$ cat config.mk
export PLATFORM = sky130hd
export DESIGN_NAME = lzw_seq_ctrl
export DESIGN_NICKNAME = d
export VERILOG_FILES = /design/src/rtl/lzw_pkg.sv /design/src/rtl/lzw_xmt_timer.sv /design/src/rtl/lzw_seq_ctrl.sv
export SDC_FILE = /design/constraint.sdc
export NUM_CORES = 1
export LEC_CHECK = 0
export BUFFER_PORTS_ARGS = -buffer_cell sky130_fd_sc_hd__buf_4
export CAP_MARGIN = 30
export CORE_UTILIZATION = 50
export CTS_BUF_LIST = sky130_fd_sc_hd__clkbuf_2 sky130_fd_sc_hd__clkbuf_4 sky130_fd_sc_hd__clkbuf_8
export CTS_CLUSTER_DIAMETER = 30
export DETAILED_ROUTE_END_ITERATION = 7
export HOLD_SLACK_MARGIN = 0.03
export PLACE_DENSITY_LB_ADDON = 0.3
export SLEW_MARGIN = 20
export SYNTH_ARGS = -nofsm -noshare
export SYNTH_HDL_FRONTEND = slang
export SYNTH_SLANG_ARGS = --single-unit
export TNS_END_PERCENT = 10
$ cat constraint.sdc
create_clock -name clk -period 2.41 [get_ports clk]
set_clock_uncertainty 0.2 [all_clocks]
set_input_delay 0.241 -clock clk [delete_from_list [all_inputs] [get_ports clk]]
set_output_delay 0.241 -clock clk [all_outputs]
set_load 0.02 [all_outputs]
$ cat src/rtl/lzw_pkg.sv
// Shared constants for the multi-frame LZW sequencer: one-hot state indices,
// the default frame terminator and the frame-count width.
package lzw_pkg;

  localparam int unsigned S_IDLE      = 0;
  localparam int unsigned S_INIT_CR   = 1;
  localparam int unsigned S_RX_WAIT   = 2;
  localparam int unsigned S_RX_INC    = 3;
  localparam int unsigned S_LZW_RUN   = 4;
  localparam int unsigned S_TX_LOAD   = 5;
  localparam int unsigned S_TX_GO     = 6;
  localparam int unsigned S_TX_WAIT   = 7;
  localparam int unsigned S_FRAME_END = 8;
  localparam int unsigned N_STATES    = 9;

  localparam logic [7:0] EOF_CODE_DEF = 8'h0D;
  localparam int unsigned FRAME_CNT_W = 16;

  // Each encoding sets exactly the bit named by the matching S_* index.
  typedef enum logic [N_STATES-1:0] {
    IDLE      = 9'h001,
    INIT_CR   = 9'h002,
    RX_WAIT   = 9'h004,
    RX_INC    = 9'h008,
    LZW_RUN   = 9'h010,
    TX_LOAD   = 9'h020,
    TX_GO     = 9'h040,
    TX_WAIT   = 9'h080,
    FRAME_END = 9'h100
  } seq_state_t;

  // Width needed to hold 0..limit; a disabled (zero) limit still gets one bit.
  function automatic int unsigned timer_w(input int unsigned limit);
    return (limit == 0) ? 1 : $clog2(limit + 1);
  endfunction

endpackage

$ cat src/rtl/lzw_xmt_timer.sv
// Saturating transmit-timeout counter; expired is high once the count reaches
// XMT_TIMEOUT. A zero XMT_TIMEOUT removes the counter and never expires.
module lzw_xmt_timer
  import lzw_pkg::*;
#(
  parameter int unsigned XMT_TIMEOUT = 1023
) (
  input  logic clk,
  input  logic rst_n,
  input  logic clear,
  input  logic enable,
  output logic expired
);

  localparam int unsigned TW = timer_w(XMT_TIMEOUT);

  generate
    if (XMT_TIMEOUT == 0) begin : g_off
      logic unused_ok;
      assign unused_ok = &{1'b0, clk, rst_n, clear, enable};
      assign expired   = 1'b0;
    end else begin : g_on
      localparam logic [TW-1:0] LIMIT = TW'(XMT_TIMEOUT);
      logic [TW-1:0] cnt_reg;

      always_ff @(posedge clk or negedge rst_n) begin
        if (!rst_n) begin
          cnt_reg <= '0;
        end else if (clear) begin
          cnt_reg <= '0;
        end else if (enable && (cnt_reg != LIMIT)) begin
          cnt_reg <= cnt_reg + 1'b1;
        end
      end

      assign expired = (cnt_reg == LIMIT);
    end
  endgenerate

endmodule

$ cat src/rtl/lzw_seq_ctrl.sv
// Multi-frame LZW sequencer: code-RAM init, serial receive, LZW run, word-wise
// transmit, then loop. Optional sticky debug outputs under LZW_SEQ_DEBUG_EN.
module lzw_seq_ctrl
  import lzw_pkg::*;
#(
  parameter int unsigned       ADDR_W      = 12,
  parameter int unsigned       CHAR_W      = 8,
  parameter logic [CHAR_W-1:0] EOF_CODE    = CHAR_W'(EOF_CODE_DEF),
  parameter int unsigned       XMT_TIMEOUT = 1023
) (
  input  logic                   clk,
  input  logic                   rst_n,
  input  logic                   rcv_done,
  input  logic [CHAR_W-1:0]      char_in,
  input  logic                   xmt_done,
  input  logic                   done_cr,
  input  logic                   lzw_done,
  input  logic [ADDR_W-1:0]      outram_cnt,
  input  logic                   abort,
  output logic                   init_cr,
  output logic                   init_lzw,
  output logic [ADDR_W:0]        char_cnt,
  output logic [ADDR_W-1:0]      addra_ioram,
  output logic                   ena_ioram,
  output logic                   wea_ioram,
  output logic [ADDR_W-1:0]      addra_outram,
  output logic                   ena_outram,
  output logic                   start_xmt,
  output logic                   busy,
  output logic                   frame_done,
  output logic [FRAME_CNT_W-1:0] frame_cnt,
`ifdef LZW_SEQ_DEBUG_EN
  output logic                   xmt_err,
  output logic                   pwr_up,
  output logic                   ser_recv_done,
  output logic                   init_cr_out,
  output logic                   done_cr_out,
  output logic                   init_lzw_out,
  output logic                   lzw_done_out
`else
  output logic                   xmt_err
`endif
);

  localparam logic [ADDR_W:0] DEPTH_CNT = {1'b1, {ADDR_W{1'b0}}};

  seq_state_t             state_reg, state_next;
  logic [ADDR_W:0]        char_cnt_reg, char_cnt_next, char_inc;
  logic [ADDR_W-1:0]      out_addr_reg, out_addr_next;
  logic                   init_cr_reg, init_cr_next;
  logic                   init_lzw_reg, init_lzw_next;
  logic                   frame_done_reg, frame_done_next;
  logic [FRAME_CNT_W-1:0] frame_cnt_reg, frame_cnt_next;
  logic                   xmt_err_reg, xmt_err_next;
  logic                   is_eof;
  logic                   tmr_clear, tmr_enable, tmr_expired;

  assign char_inc = char_cnt_reg + 1'b1;
  assign is_eof   = (char_in == EOF_CODE);

  lzw_xmt_timer #(
    .XMT_TIMEOUT(XMT_TIMEOUT)
  ) u_xmt_timer (
    .clk    (clk),
    .rst_n  (rst_n),
    .clear  (tmr_clear),
    .enable (tmr_enable),
    .expired(tmr_expired)
  );

  always_ff @(posedge clk or negedge rst_n) begin
    if (!rst_n) begin
      state_reg      <= IDLE;
      char_cnt_reg   <= '0;
      out_addr_reg   <= '0;
      init_cr_reg    <= 1'b0;
      init_lzw_reg   <= 1'b0;
      frame_done_reg <= 1'b0;
      frame_cnt_reg  <= '0;
      xmt_err_reg    <= 1'b0;
    end else begin
      state_reg      <= state_next;
      char_cnt_reg   <= char_cnt_next;
      out_addr_reg   <= out_addr_next;
      init_cr_reg    <= init_cr_next;
      init_lzw_reg   <= init_lzw_next;
      frame_done_reg <= frame_done_next;
      frame_cnt_reg  <= frame_cnt_next;
      xmt_err_reg    <= xmt_err_next;
    end
  end

  always_comb begin
    state_next      = state_reg;
    char_cnt_next   = char_cnt_reg;
    out_addr_next   = out_addr_reg;
    init_cr_next    = 1'b0;
    init_lzw_next   = 1'b0;
    frame_done_next = 1'b0;
    frame_cnt_next  = frame_cnt_reg;
    xmt_err_next    = xmt_err_reg;
    tmr_clear       = 1'b0;
    tmr_enable      = 1'b0;
    ena_ioram       = 1'b0;
    wea_ioram       = 1'b0;
    ena_outram      = 1'b0;
    start_xmt       = 1'b0;

    case (1'b1)
      state_reg[S_IDLE]: begin
        init_cr_next = 1'b1;
        state_next   = INIT_CR;
      end
      state_reg[S_INIT_CR]: begin
        if (done_cr) state_next = RX_WAIT;
      end
      state_reg[S_RX_WAIT]: begin
        if (rcv_done) begin
          if (is_eof && (char_cnt_reg == '0)) begin
            state_next = FRAME_END;
          end else if (is_eof) begin
            init_lzw_next = 1'b1;
            state_next    = LZW_RUN;
          end else begin
            ena_ioram  = 1'b1;
            wea_ioram  = 1'b1;
            state_next = RX_INC;
          end
        end
      end
      state_reg[S_RX_INC]: begin
        char_cnt_next = char_inc;
        if (char_inc == DEPTH_CNT) begin
          init_lzw_next = 1'b1;
          state_next    = LZW_RUN;
        end else begin
          state_next = RX_WAIT;
        end
      end
      state_reg[S_LZW_RUN]: begin
        if (lzw_done) begin
          out_addr_next = '0;
          state_next    = TX_LOAD;
        end
      end
      state_reg[S_TX_LOAD]: begin
        ena_outram = 1'b1;
        state_next = TX_GO;
      end
      state_reg[S_TX_GO]: begin
        start_xmt  = 1'b1;
        tmr_clear  = 1'b1;
        state_next = TX_WAIT;
      end
      state_reg[S_TX_WAIT]: begin
        tmr_enable = 1'b1;
        if (xmt_done) begin
          if (out_addr_reg == outram_cnt) begin
            state_next = FRAME_END;
          end else begin
            out_addr_next = out_addr_reg + 1'b1;
            state_next    = TX_LOAD;
          end
        end else if (tmr_expired) begin
          xmt_err_next = 1'b1;
          state_next   = FRAME_END;
        end
      end
      state_reg[S_FRAME_END]: begin
        frame_done_next = 1'b1;
        frame_cnt_next  = frame_cnt_reg + 1'b1;
        char_cnt_next   = '0;
        state_next      = IDLE;
      end
      default: begin
        state_next = IDLE;
      end
    endcase

    // Abort overrides everything except the unconditional IDLE -> INIT_CR step.
    if (abort && !state_reg[S_IDLE]) begin
      state_next      = IDLE;
      char_cnt_next   = '0;
      out_addr_next   = '0;
      init_cr_next    = 1'b0;
      init_lzw_next   = 1'b0;
      frame_done_next = 1'b0;
      frame_cnt_next  = frame_cnt_reg;
      xmt_err_next    = xmt_err_reg;
      ena_ioram       = 1'b0;
      wea_ioram       = 1'b0;
    end
  end

  assign init_cr      = init_cr_reg;
  assign init_lzw     = init_lzw_reg;
  assign char_cnt     = char_cnt_reg;
  assign addra_ioram  = char_cnt_reg[ADDR_W-1:0];
  assign addra_outram = out_addr_reg;
  assign busy         = !(state_reg[S_IDLE] || state_reg[S_INIT_CR]);
  assign frame_done   = frame_done_reg;
  assign frame_cnt    = frame_cnt_reg;
  assign xmt_err      = xmt_err_reg;

`ifdef LZW_SEQ_DEBUG_EN
  logic rx_end_ev;
  assign rx_end_ev = !abort &&
                     ((state_reg[S_RX_WAIT] && rcv_done && is_eof) ||
                      (state_reg[S_RX_INC] && (char_inc == DEPTH_CNT)));

  always_ff @(posedge clk or negedge rst_n) begin
    if (!rst_n) begin
      pwr_up        <= 1'b0;
      ser_recv_done <= 1'b0;
      init_cr_out   <= 1'b0;
      done_cr_out   <= 1'b0;
      init_lzw_out  <= 1'b0;
      lzw_done_out  <= 1'b0;
    end else begin
      if (state_reg[S_IDLE]) pwr_up <= 1'b1;
      if (rx_end_ev) ser_recv_done <= 1'b1;
      if (init_cr_reg) init_cr_out <= 1'b1;
      if (state_reg[S_INIT_CR] && done_cr) done_cr_out <= 1'b1;
      if (init_lzw_reg) init_lzw_out <= 1'b1;
      if (state_reg[S_LZW_RUN] && lzw_done) lzw_done_out <= 1'b1;
    end
  end
`endif

endmodule
==> summary.md <==
| Metric | Value |
|---|---|
| Max stage delay cell, worst path | a2111o_1 |
| Initial antenna violation count | 0 |
| H-tree depth | 3 |
| Commonest cells post-synth | dfrtp_1 (63), nor2_1 (51), nand2_1 (32), xnor2_1 (32), o21ai_0 (30) |
| Area post-placement | 4640 um^2 |
| Share of Yosys cell area claimed by the top area cell type | 0.421 |
| Buffers & Inverters on Critical Path | 1 |
| Final setup viols | 0 |
| Clock latency reported for the late side of the worst-skew pair | 350 ps |
| Pleak | 2.26 nW |
| Relative slew margins | 0.470 |
| Routed vias/inst | 5.56 |
| Maxcap violations | 0 |
| Iteration-0 DRC count of the detailed router | 221 |
| Maximum vdd drop | 0.395 mV |
| Site Rows | 31 |
| Avg WL per Cell | 14.3 um |
| ANT cells | 0 |
| Aggregate global-route resource usage | 0.239 |
| Post-Synthesis Cells | 411 |
| Initial Utilization | 0.516 |
| Crit-path cells | ha_2 -> buf_4 -> a21boi_0 -> nor4_1 -> o22ai_1 -> a2111o_1 -> a221oi_2 -> a211oi_1 |
| Layout area overhead | 31.6% |
| CTS root buf | clkbuf_8 |
| Cell taking the most area after synthesis | dfrtp_1 |
| Post-DRT Antenna Nets | 0 |
| Die X | 88.5 um |
| Critical path launch point type | register |
| WL final | 8.90 mm |
| Top cells by area, synth | dfrtp_1 (42%), xnor2_1 (7.5%), nor2_1 (5.1%) |
| Synth Area per Inst | 9.10 um^2 |
| Die H | 88.5 um |
| Setup Fix Bufs, Post-CTS | 0 |
| Deepest clock path buffer count | 2 |
| Crit path max-delay family | compound AO/OA/AOI/OAI gates |
| CP Data Required Time | 2430 ps |
| Post-synthesis cell area | 3740 um^2 |
| Crit-path max cell delay | 450 ps |
| Grt total ovfl | 0 |
| Synth Flop Type | dfrtp_1 |
| Worst-path maximum fanout | 6 |
| Post-layout instance area | 4920 um^2 |
| Seq/Total Area, Yosys | 0.428 |
| CTS tree | done |
| Max FFs per register | 16 |
| Register Area | 1610 um^2 |
| # fillers | 579 |
| Yosys warning count | 0 |
| Post-Syn Nets | 444 |
| Inserted Clock Buffers | 9 |
| Final Hold Vio Count | 0 |
| Setup crit end kind | register |
| First-pass GRT wire length | 14.3 mm |
| Power Dens Cells | 621 nW/um^2 |
| DR pass1 iterations | 7 |
| Yosys reg bits | 64 |
| Worst-path clk slew | 70 ps |
| Placer Congestion | 0.927 |
| Nets | 551 |
| RSZ-0062 raised after global routing | yes |
| Vias | 3,458 |
| WP data arrival | 2360 ps |
| Count leader, synth | dfrtp_1 |
| Die Outline Area | 7830 um^2 |
| Boundary Pins | 89 |
| Unique cell type count in the Yosys netlist | 60 |
| Critical path type | register to register |
| CTS Sinks | 64 |
| Worst Tran Pin Value | 795 ps |
| IO buf count | 88 |
| Worst hold path type | primary input to register |
| Status | completed |
| Total power | 3.06 mW |
| Period utilisation layout | 0.974 |
| Post-DP HPWL | 6.31 mm |
| Vias in the first global route | 3,133 |
| DRC Markers | 0 |
| Fmax | 0.426 GHz |
| Core area | 7250 um^2 |
| Final Max Slew Viols | 0 |
| Asr flop ratio synth | 1.00 |
| Share of cells above drive strength 1 | 0.315 |
| Final min period | 2350 ps |
| Multi-input logic area | 1950 um^2 |
| Largest net degree at the start of global routing | 65 |
| Post-synth EDFFs | 0 |
[path summary, 6_finish.rpt]
path / startpoint / slack, ps / cells past startpoint / endpoint
max in group asynchronous: rst_n / 1120 / 2 / state_reg[3]
min in group asynchronous: rst_n / 330 / 2 / char_cnt[3]
hold reg to reg: frame_cnt[15] / 280 / 1 / frame_cnt[15]
setup / recovery: char_cnt[1] / 60 / 8 / state_reg[2]
setup reg to reg: char_cnt[1] / 60 / 8 / state_reg[2]
hold / removal: done_cr / 60 / 3 / state_reg[2]
[kinds of logic (layout without fill, tap and decap cells)]
group,Yosys count,in the layout,share of synthesized area
simple gates,175,175,0.244
compound gates,71,71,0.123
flops,64,64,0.428
xor+xnor,47,47,0.110
buf+inv,43,155,0.0599
fa+ha+maj,6,6,0.0201
mux,5,5,0.0140
[stage by stage]
stage,hold WS [ps],instances,utilization,setup WS [ps],TNS [ps]
after floorplan,-255,411,-,-72.7,-72.7
after global placement,178,602,0.639,73.5,0
after detailed placement,187,602,0.639,75.7,0
after CTS,50.1,621,0.676,48.8,0
after global routing,48.9,622,0.679,-16.8,-28.4
final,61.2,622,0.679,62.2,0
[timing repair]
action	in CTS	in global routing
hold buffers	3	0
setup endpoints to repair	1	9
pin swaps	0	2
gates resized for setup	3	6
hold endpoints to repair	65	0
gates cloned	0	0
[placed cells by master, fill, tap and decap left out, drive strengths merged, types with 3 or more instances in the layout]
cell type,netlist,layout
dfrtp,63,63
and2,3,3
mux2i,3,3
clkinv,0,3
xor2,15,15
ha,6,6
nor4,9,9
nor2b,3,3
a2111oi,4,4
clkbuf,15,9
nor2,51,51
a211oi,3,3
nand2b,3,3
nand3,20,20
a31oi,4,4
xnor2,32,32
o41ai,3,3
or3,4,4
dlygate4sd3,0,3
a21o,3,3
nand2,32,32
or4,3,3
inv,10,11
and3,3,3
buf,18,126
o21bai,3,3
nand4,18,18
o21ai,30,30
nor3,14,14
a21oi,6,6
and4,3,3
[metal layers]
| layer | track usage | wire, um | vias to the layer above |
|---|---|---|---|
| met5 | 0 | 0 | - |
| met4 | 0.0982 | 116 | 0 |
| met3 | 0.0532 | 543 | 11 |
| met2 | 0.379 | 4270 | 127 |
| met1 | 0.317 | 3970 | 1651 |
| li1 | - | - | 1669 |
[worst reg2reg max path: stages, from the launching register on]
cell and delay [ps]:
dfrtp_2 370, ha_2 210, buf_4 150, a21boi_0 80, nor4_1 290, o22ai_1 150, a2111o_1 450, a221oi_2 260
a211oi_1 70
[power breakdown]
group / total (mW) / internal, mW / switching, mW
Clock: 1.06 / 0.594 / 0.467
Sequential: 1.23 / 1.15 / 0.0846
Combinational: 0.761 / 0.328 / 0.433
[area by class of cell]
class,instances,area share
inverters,10,0.00763
flip-flops and latches,64,0.327
clock inverters,7,0.0214
multi-input cells,304,0.396
well taps,99,0.0252
repair buffers,129,0.198
clock buffers,9,0.0252
(Power assumes the default switching activity.)
